==> src/rtl/logic_sweeper_pkg.sv <==
// Shared definitions for the gate-bank self-test sweeper: gate bit positions,
// FSM states and the golden truth-table function.
package logic_pkg;

  localparam int GATE_AND  = 0;
  localparam int GATE_OR   = 1;
  localparam int GATE_NOT  = 2;
  localparam int GATE_NAND = 3;
  localparam int GATE_NOR  = 4;
  localparam int GATE_XOR  = 5;
  localparam int GATE_XNOR = 6;
  localparam int NUM_GATES = 7;

  typedef enum logic [1:0] {
    ST_IDLE  = 2'd0,
    ST_APPLY = 2'd1,
    ST_DONE  = 2'd2
  } state_t;

  // Golden outputs of the gate bank for one input pair; NOT observes input a.
  function automatic logic [NUM_GATES-1:0] expected(input logic a, input logic b);
    logic [NUM_GATES-1:0] g;
    g            = '0;
    g[GATE_AND]  = a & b;
    g[GATE_OR]   = a | b;
    g[GATE_NOT]  = ~a;
    g[GATE_NAND] = ~(a & b);
    g[GATE_NOR]  = ~(a | b);
    g[GATE_XOR]  = a ^ b;
    g[GATE_XNOR] = ~(a ^ b);
    return g;
  endfunction

endpackage

==> src/rtl/logic_sweeper_if.sv <==
// Signal bundle between the sweeper and its surroundings: stimulus to the
// gate bank, gate-bank outputs back, and the sweep control/result signals.
interface logic_sweeper_if;

  logic start;
  logic and_in, or_in, not_in, nand_in, nor_in, xor_in, xnor_in;
  logic a, b;
  logic busy, done, pass;
  logic [logic_pkg::NUM_GATES-1:0] fail_mask;
  logic [2:0] fail_count;
  logic [1:0] fail_first;

  // Sweeper side.
  modport slave (
    input  start, and_in, or_in, not_in, nand_in, nor_in, xor_in, xnor_in,
    output a, b, busy, done, pass, fail_mask, fail_count, fail_first
  );

  // Host / gate-bank side.
  modport master (
    output start, and_in, or_in, not_in, nand_in, nor_in, xor_in, xnor_in,
    input  a, b, busy, done, pass, fail_mask, fail_count, fail_first
  );

endinterface

==> src/rtl/logic_sweeper.sv <==
// Built-in self-test for the two-input gate bank: walks {a,b} through 00..11,
// holds each vector SETTLE+1 cycles, then compares all seven outputs to golden.
module logic_sweeper
  import logic_pkg::*;
#(
  parameter int SETTLE = 1
) (
  input logic           clk,
  input logic           rst,
  logic_sweeper_if.slave bus
);

  localparam logic [3:0] SETTLE_CNT = 4'(SETTLE);

  state_t               state, state_nxt;
  logic [1:0]           idx;
  logic [3:0]           cnt;
  logic                 a_q, b_q;
  logic                 pass_q;
  logic [NUM_GATES-1:0] mask_q;
  logic [2:0]           count_q;
  logic [1:0]           first_q;
  logic [NUM_GATES-1:0] sampled;
  logic [NUM_GATES-1:0] mism;
  logic                 sample_now;

  assign sampled[GATE_AND]  = bus.and_in;
  assign sampled[GATE_OR]   = bus.or_in;
  assign sampled[GATE_NOT]  = bus.not_in;
  assign sampled[GATE_NAND] = bus.nand_in;
  assign sampled[GATE_NOR]  = bus.nor_in;
  assign sampled[GATE_XOR]  = bus.xor_in;
  assign sampled[GATE_XNOR] = bus.xnor_in;

  assign mism       = sampled ^ expected(a_q, b_q);
  assign sample_now = (state == ST_APPLY) && (cnt == 4'd0);

  // NOTE: sequential state uses non-blocking assignments so every register
  // sees the pre-edge values of its neighbours, independent of block order.
  always_ff @(posedge clk) begin
    if (rst) state <= ST_IDLE;
    else     state <= state_nxt;
  end

  // NOTE: every output of this block gets a default first, so no path can
  // leave a variable unassigned and infer a latch.
  always_comb begin
    state_nxt = state;
    unique case (state)
      ST_IDLE:  if (bus.start) state_nxt = ST_APPLY;
      ST_APPLY: if (sample_now && idx == 2'd3) state_nxt = ST_DONE;
      ST_DONE:  state_nxt = ST_IDLE;
      default:  state_nxt = ST_IDLE;
    endcase
  end

  always_ff @(posedge clk) begin
    if (rst) begin
      idx     <= 2'd0;
      cnt     <= 4'd0;
      a_q     <= 1'b0;
      b_q     <= 1'b0;
      pass_q  <= 1'b0;
      mask_q  <= '0;
      count_q <= 3'd0;
      first_q <= 2'd0;
    end else begin
      unique case (state)
        ST_IDLE: begin
          if (bus.start) begin
            idx     <= 2'd0;
            cnt     <= SETTLE_CNT;
            a_q     <= 1'b0;
            b_q     <= 1'b0;
            pass_q  <= 1'b0;
            mask_q  <= '0;
            count_q <= 3'd0;
            first_q <= 2'd0;
          end
        end
        ST_APPLY: begin
          if (cnt != 4'd0) begin
            cnt <= cnt - 4'd1;
          end else begin
            mask_q <= mask_q | mism;
            if (|mism) begin
              count_q <= count_q + 3'd1;
              if (count_q == 3'd0) first_q <= {a_q, b_q};
            end
            if (idx != 2'd3) begin
              idx        <= idx + 2'd1;
              {a_q, b_q} <= idx + 2'd1;
              cnt        <= SETTLE_CNT;
            end else begin
              // Result must already include the last vector's mismatches.
              a_q    <= 1'b0;
              b_q    <= 1'b0;
              pass_q <= ((mask_q | mism) == '0);
            end
          end
        end
        default: ;
      endcase
    end
  end

  assign bus.a          = a_q;
  assign bus.b          = b_q;
  assign bus.busy       = (state != ST_IDLE);
  assign bus.done       = (state == ST_DONE);
  assign bus.pass       = pass_q;
  assign bus.fail_mask  = mask_q;
  assign bus.fail_count = count_q;
  assign bus.fail_first = first_q;

endmodule

==> src/flat_wrapper.sv <==
// flat-port wrapper written by rule: the top's interface ports become plain ports
module logic_sweeper_flat import logic_pkg::*;
#(
  parameter int SETTLE = 1
)
  (clk, rst, bus_start, bus_and_in, bus_or_in, bus_not_in, bus_nand_in, bus_nor_in, bus_xor_in, bus_xnor_in, bus_a, bus_b, bus_busy, bus_done, bus_pass, bus_fail_mask, bus_fail_count, bus_fail_first);
  logic_sweeper_if bus_i ();
  input logic clk;
  input logic rst;
  input wire logic [$bits(bus_i.start)-1:0] bus_start;
  input wire logic [$bits(bus_i.and_in)-1:0] bus_and_in;
  input wire logic [$bits(bus_i.or_in)-1:0] bus_or_in;
  input wire logic [$bits(bus_i.not_in)-1:0] bus_not_in;
  input wire logic [$bits(bus_i.nand_in)-1:0] bus_nand_in;
  input wire logic [$bits(bus_i.nor_in)-1:0] bus_nor_in;
  input wire logic [$bits(bus_i.xor_in)-1:0] bus_xor_in;
  input wire logic [$bits(bus_i.xnor_in)-1:0] bus_xnor_in;
  output wire logic [$bits(bus_i.a)-1:0] bus_a;
  output wire logic [$bits(bus_i.b)-1:0] bus_b;
  output wire logic [$bits(bus_i.busy)-1:0] bus_busy;
  output wire logic [$bits(bus_i.done)-1:0] bus_done;
  output wire logic [$bits(bus_i.pass)-1:0] bus_pass;
  output wire logic [$bits(bus_i.fail_mask)-1:0] bus_fail_mask;
  output wire logic [$bits(bus_i.fail_count)-1:0] bus_fail_count;
  output wire logic [$bits(bus_i.fail_first)-1:0] bus_fail_first;
  assign bus_i.start = bus_start;
  assign bus_i.and_in = bus_and_in;
  assign bus_i.or_in = bus_or_in;
  assign bus_i.not_in = bus_not_in;
  assign bus_i.nand_in = bus_nand_in;
  assign bus_i.nor_in = bus_nor_in;
  assign bus_i.xor_in = bus_xor_in;
  assign bus_i.xnor_in = bus_xnor_in;
  assign bus_a = bus_i.a;
  assign bus_b = bus_i.b;
  assign bus_busy = bus_i.busy;
  assign bus_done = bus_i.done;
  assign bus_pass = bus_i.pass;
  assign bus_fail_mask = bus_i.fail_mask;
  assign bus_fail_count = bus_i.fail_count;
  assign bus_fail_first = bus_i.fail_first;
  logic_sweeper #(.SETTLE(SETTLE)) u_core (.clk(clk), .rst(rst), .bus(bus_i));
endmodule
==> config.mk <==
export PLATFORM = sky130hd
export DESIGN_NAME = logic_sweeper_flat
export DESIGN_NICKNAME = d
export VERILOG_FILES = /design/src/rtl/logic_sweeper_pkg.sv /design/src/rtl/logic_sweeper_if.sv /design/src/rtl/logic_sweeper.sv /design/src/flat_wrapper.sv
export SDC_FILE = /design/constraint.sdc
export NUM_CORES = 1
export LEC_CHECK = 0
export CAP_MARGIN = 20
export CORE_MARGIN = 2
export CORE_UTILIZATION = 56
export CTS_BUF_LIST = sky130_fd_sc_hd__clkbuf_8
export CTS_CLUSTER_SIZE = 25
export DETAILED_ROUTE_END_ITERATION = 7
export GPL_ROUTABILITY_DRIVEN = 1
export PLACE_DENSITY = 0.83
export SLEW_MARGIN = 10
export SYNTH_ARGS = -nofsm -noshare
export SYNTH_HDL_FRONTEND = slang
export SYNTH_SLANG_ARGS = --single-unit
==> constraint.sdc <==
create_clock -name clk -period 2.7 [get_ports clk]
set_input_delay 0.54 -clock clk [delete_from_list [all_inputs] [get_ports clk]]
set_output_delay 0.54 -clock clk [all_outputs]
set_load 0.01 [all_outputs]
# Word-level counts from Yosys, hierarchy flattened
# Cells that the tools add are included.
# totals
ff_bits	23
input_bits	10
out_inout_bits	17
word_cells	82
# classes
add_sub_neg	3
n_eq_ne	12
n_mux	32
bitwise_logic	9
n_reduce_logical	17
# op_table
cell	n
$mux W2	8
$ne A2 B2 Y1 const B	8
$mux W7	2
$pmux W7 S2	1
$mux W4	3
$pmux W2 S2	3
$reduce_and A4 Y1	3
$mux W3	3
$pmux W4 S2	1
$logic_not A7 Y1	1
$mux W1	7
$or A7 B7 Y7	1
$reduce_or A7 Y1	1
$xor A7 B7 Y7	1
$pmux W1 S2	3
$pmux W3 S2	1
$reduce_and A3 Y1	2
$reduce_and A5 Y1	1
$eq A2 B2 Y1 const B	2
$logic_not A4 Y1	1
$not A1 Y1	4
$reduce_bool A2 Y1	2
$reduce_bool A4 Y1	1
$sub A4 B1 Y4 const B	1
other kinds (11)	12

# Depth between registers and ports, before layout
# logic_depth
word_depth	8
mapped_depth	7
depth_no_buf	7

# Worst setup path before layout
# OpenSTA, ideal clock, no wires.
# synth_path
path_kind	register -> register
from	register u_core.a_q, in the netlist u_core.bus.a
to	register u_core.count_q[2], in the netlist u_core.bus.fail_count[2]
setup_time_ps	135
t_arrival_ps	1772
t_required_ps	2565
path_slack_ps	793
stages_incl_launch_ff	8
path_buffers	0
period_less_slack_ps	1907
cell_sequence	dfxtp_1 -> inv_1 -> ha_1 -> and3b_1 -> o22ai_1 -> nor2_1 -> o311ai_0 -> o41ai_1
# synth_via
elab_chain_cells	6
elab_cells_between_ends	11
classes_between	eq/ne: 1; bitwise: 8; reduce/logical: 2
# synth_lines
item	line_no	text
from (decl)	logic_sweeper.sv:18	logic a_q, b_q;
from (signal assigned)	logic_sweeper.sv:92	{a_q, b_q} <= idx + 2'd1;
$and A1 B1 Y1 (tied with other cells)	logic_sweeper_pkg.sv:24, logic_sweeper_pkg.sv:27	
$not A1 Y1, on equally long branches	logic_sweeper_pkg.sv:27, logic_sweeper_pkg.sv:28, logic_sweeper_pkg.sv:30	
$xor A7 B7 Y7 (*)	logic_sweeper.sv:35	assign mism = sampled ^ expected(a_q, b_q);
$reduce_or A7 Y1 (*)	logic_sweeper.sv:86	if (|mism) begin
$ne A2 B2 Y1 (no source line) (*)	n/a	
$reduce_and A4 Y1 (no source line) (*)	n/a	
to (signal assigned)	logic_sweeper.sv:87	count_q <= count_q + 3'd1;
to (decl)	logic_sweeper.sv:21	logic [2:0] count_q;
# Every way passes the cells marked *; elsewhere a longest branch is shown, timed or not.
# A chain may end at the register's enable or synchronous reset.

# Final worst setup path
# layout_path
from	register u_core.a_q, in the netlist u_core.bus.a
to	register u_core.first_q[0], in the netlist u_core.bus.fail_first[0]
# layout_via
elab_chain_cells	6
elab_cells_between_ends	11
classes_between	eq/ne: 1; bitwise: 8; reduce/logical: 2
# layout_lines
item	line_no	text
$and A1 B1 Y1 (tied with other cells)	logic_sweeper_pkg.sv:24, logic_sweeper_pkg.sv:27	
$not A1 Y1, on equally long branches	logic_sweeper_pkg.sv:27, logic_sweeper_pkg.sv:28, logic_sweeper_pkg.sv:30	
$xor A7 B7 Y7 (*)	logic_sweeper.sv:35	
$reduce_or A7 Y1 (*)	logic_sweeper.sv:86	
$ne A2 B2 Y1 (no source line) (*)	n/a	
$reduce_and A5 Y1 (no source line) (*)	n/a	
to (signal assigned)	logic_sweeper.sv:88	if (count_q == 3'd0) first_q <= {a_q, b_q};
to (decl)	logic_sweeper.sv:22	logic [1:0] first_q;
# Marks and branches as above.

==> run metrics <==
hold depth=2; cts bufs inserted=3; Via Count=1,154; layout net count=around 190; post_cts resized=0; Power Dens Cells=486 nW/um^2; reg2reg start=u_core.bus.a; Worst VDD drop=between 300 and 400 uV; HP Start=u_core.bus.pass; Worst path depth=7; post-CTS setup buffers=0; Pwr Total=0.771 mW; Top Ports=27; antenna cells=0; clk_lat worst skew=0.27 ns; DRT iter0 DRCs=33; Final Skew=0.00185 ns; Post-route DRC=0; most numerous cell in the Yosys netlist=dfxtp_1; crit path cell chain=inv_1 -> ha_1 -> nor3b_1 -> o22ai_1 -> or2_2 -> nor4b_2 -> a32o_1; wirelength, routed=2990 um; DR WL met2=1480 um; Met3 Routed Length=164 um; Met1 Wirelength=1310 um; Max Slew Vio Count=0; Synth Cell Area=1260 sq um; kind of critical path=register to register; drt pass-1 iters=4; vias in the first global route=~1,200; Hold Vio Cnt, Final=0; cts hold-fix bufs=0; reg-to-reg slack, setup=0.62 ns; Mean Syn Cell Area=8.89 sq um; Port Buffers=26; Startpoint Class=register; worst path required time=about 2.9 ns; Setup-failing EPs final=0; largest area contributor in the netlist=dfxtp_1; status=finished clean; Tightest Pin Transition=0.505 ns; Die Y-Extent=a little over 50 um; largest cells by area after synthesis=dfxtp_1, ha_1, nor2_1; min Tclk post-route=2.08 ns; total core area=2170 sq um; clock tree buffer depth=2; Post-synth top cells=dfxtp_1, nor2_1, inv_1; CP Max Fanout=6; Synth Net Count=159; number of synthesized flops with an enable pin=0; Period Utilization, post-route=0.772; Area growth syn-to-layout=25.8%; total track usage=0.252; Syn Inst Count=142; DP HPWL=around 2300 um; Synth Flop Type=dfxtp_1; Rows=17; fmax=between 400 and 500 MHz; CTS tree=yes; LEAKAGE=0.612 nW; Placer Congestion=0.828; Post-Place Cells=192; CP max stage delay=0.48 ns; Seq/Total Area, Yosys=0.365; Chip Width=51.5 um; Sink Count=23; setup_tns=0 ns; RR Endpoint=u_core.bus.fail_first[0]; Ys Warns=0; MaxCap Viol Count=0; Worst Path Buf+Inv=1; top routing layer used=met4; final cell count without fillers=196; initial antenna violation count=0; CP max stage cell=dfxtp_1; Routed wire per std cell=15.3 um; crit-path leading delay family=simple AND/OR/NAND/NOR gates; Seq cells post-synth=23; DIE AREA=2650 sq um; worst reg-to-reg path cell count=7; Critical Path AT=2.25 ns; largest net degree at the start of global routing=15; hold path endpoint=u_core.bus.pass; first-pass GRT wire length=5040 um; share of cells above drive strength 1=0.0833; top cell type's share of synthesized area=0.365; Starting Density=0.582; RSZ-0062 raised after global routing=no; Routed Antenna Nets=0; Setup Slack @ Placement=between 0.4 and 0.5 ns; Overflow after GRT=0; final worst setup slack=approximately 0.6 ns; worst hold-check path type=register to register; Clk pin slew, worst setup/hold paths=0.08 ns; Vias/cell=~6; Post-synth ARST share=0; CTS H-tree lvls=1; worst rel slew slack=0.661; clock root buffer=clkbuf_8; Yosys cell types=44; CP Capture Type=register
## worst register-to-register path, stage by stage (launching register included)
cell and delay, ns:
dfxtp_1 0.48, inv_1 0.08, ha_1 0.34, nor3b_1 0.22, o22ai_1 0.15, or2_2 0.33, nor4b_2 0.17, a32o_1 0.22
## where the power goes
group          internal (mW)  switching (mW)  total, mW
Clock                  0.103           0.115      0.218
Sequential             0.356          0.0202      0.377
Combinational         0.0821          0.0937      0.176
Total                  0.542           0.229      0.771
## layout make-up
cell class | count | area, sq um
multi-input cells | 106 | 748
fillers | 182 | 582
flip-flops and latches | 23 | 460
repair buffers | 27 | 268
clock buffers | 3 | 41.3
well taps | 28 | 35.0
inverters | 8 | 30.0
clock inverters | 1 | 5.00
## per-stage QoR
step	hold slack, ns	cell area [sq um]	util
2_1_floorplan	0.472	1260	-
3_3_place_gp	0.475	1540	0.710
3_5_place_dp	0.484	1540	0.710
4_1_cts	0.495	1590	0.732
5_1_grt	0.527	1590	0.732
6_report	0.489	1590	0.732
## sequential cells by signal, summed over array words and instances, names as in the netlist
register	cells
u_core.cnt	4
u_core.bus.a	1
u_core.bus.fail_count	3
u_core.idx	2
u_core.state	2
u_core.bus.b	1
u_core.bus.pass	1
u_core.bus.fail_mask	7
u_core.bus.fail_first	2
## placed cells by master, fill, tap and decap left out, types with 3 or more instances in the layout
| cell | count |
|---|---|
| dfxtp_1 | 23 |
| nand3_1 | 3 |
| a21oi_1 | 7 |
| nor2_1 | 17 |
| inv_1 | 8 |
| xnor2_1 | 3 |
| xor2_1 | 5 |
| nor4_1 | 3 |
| nand2_1 | 6 |
| clkbuf_8 | 3 |
| a22oi_1 | 6 |
| nor3b_1 | 5 |
| o211ai_1 | 3 |
| nand2b_1 | 3 |
| clkdlybuf4s50_1 | 26 |
| o21ai_0 | 3 |
| and3b_1 | 3 |
| nor2b_1 | 3 |
| ha_1 | 7 |
## routing by layer
layer	global-route usage	up-vias
met2	0.447	39
met5	0	-
met1	0.307	534
met3	0.0380	8
met4	0.0833	0
li1	-	573
## logic make-up (layout without fill, tap and decap cells)
family,Yosys count,after routing,share of synthesized area
buffers and inverters,13,39,0.0426
adder cells (fa/ha/maj),7,7,0.0694
AND/OR/NAND/NOR,56,56,0.267
flip-flops,23,23,0.365
XOR/XNOR,8,8,0.0555
AO/OA/AOI/OAI,35,35,0.201
## how the worst max path moves through the flow
stage	startpoint	end	slack (ns)
CTS	u_core.bus.a	u_core.bus.fail_first[0]	0.62
floorplan	u_core.bus.a	u_core.bus.fail_count[2]	0.79
global route	u_core.bus.a	u_core.bus.fail_count[2]	0.45
finish	u_core.bus.a	u_core.bus.fail_first[0]	0.62
detailed placement	bus_xnor_in	u_core.bus.fail_count[2]	0.41
global placement	bus_xnor_in	u_core.bus.fail_count[2]	0.50
No activity file was read; power rests on OpenSTA's default activity.
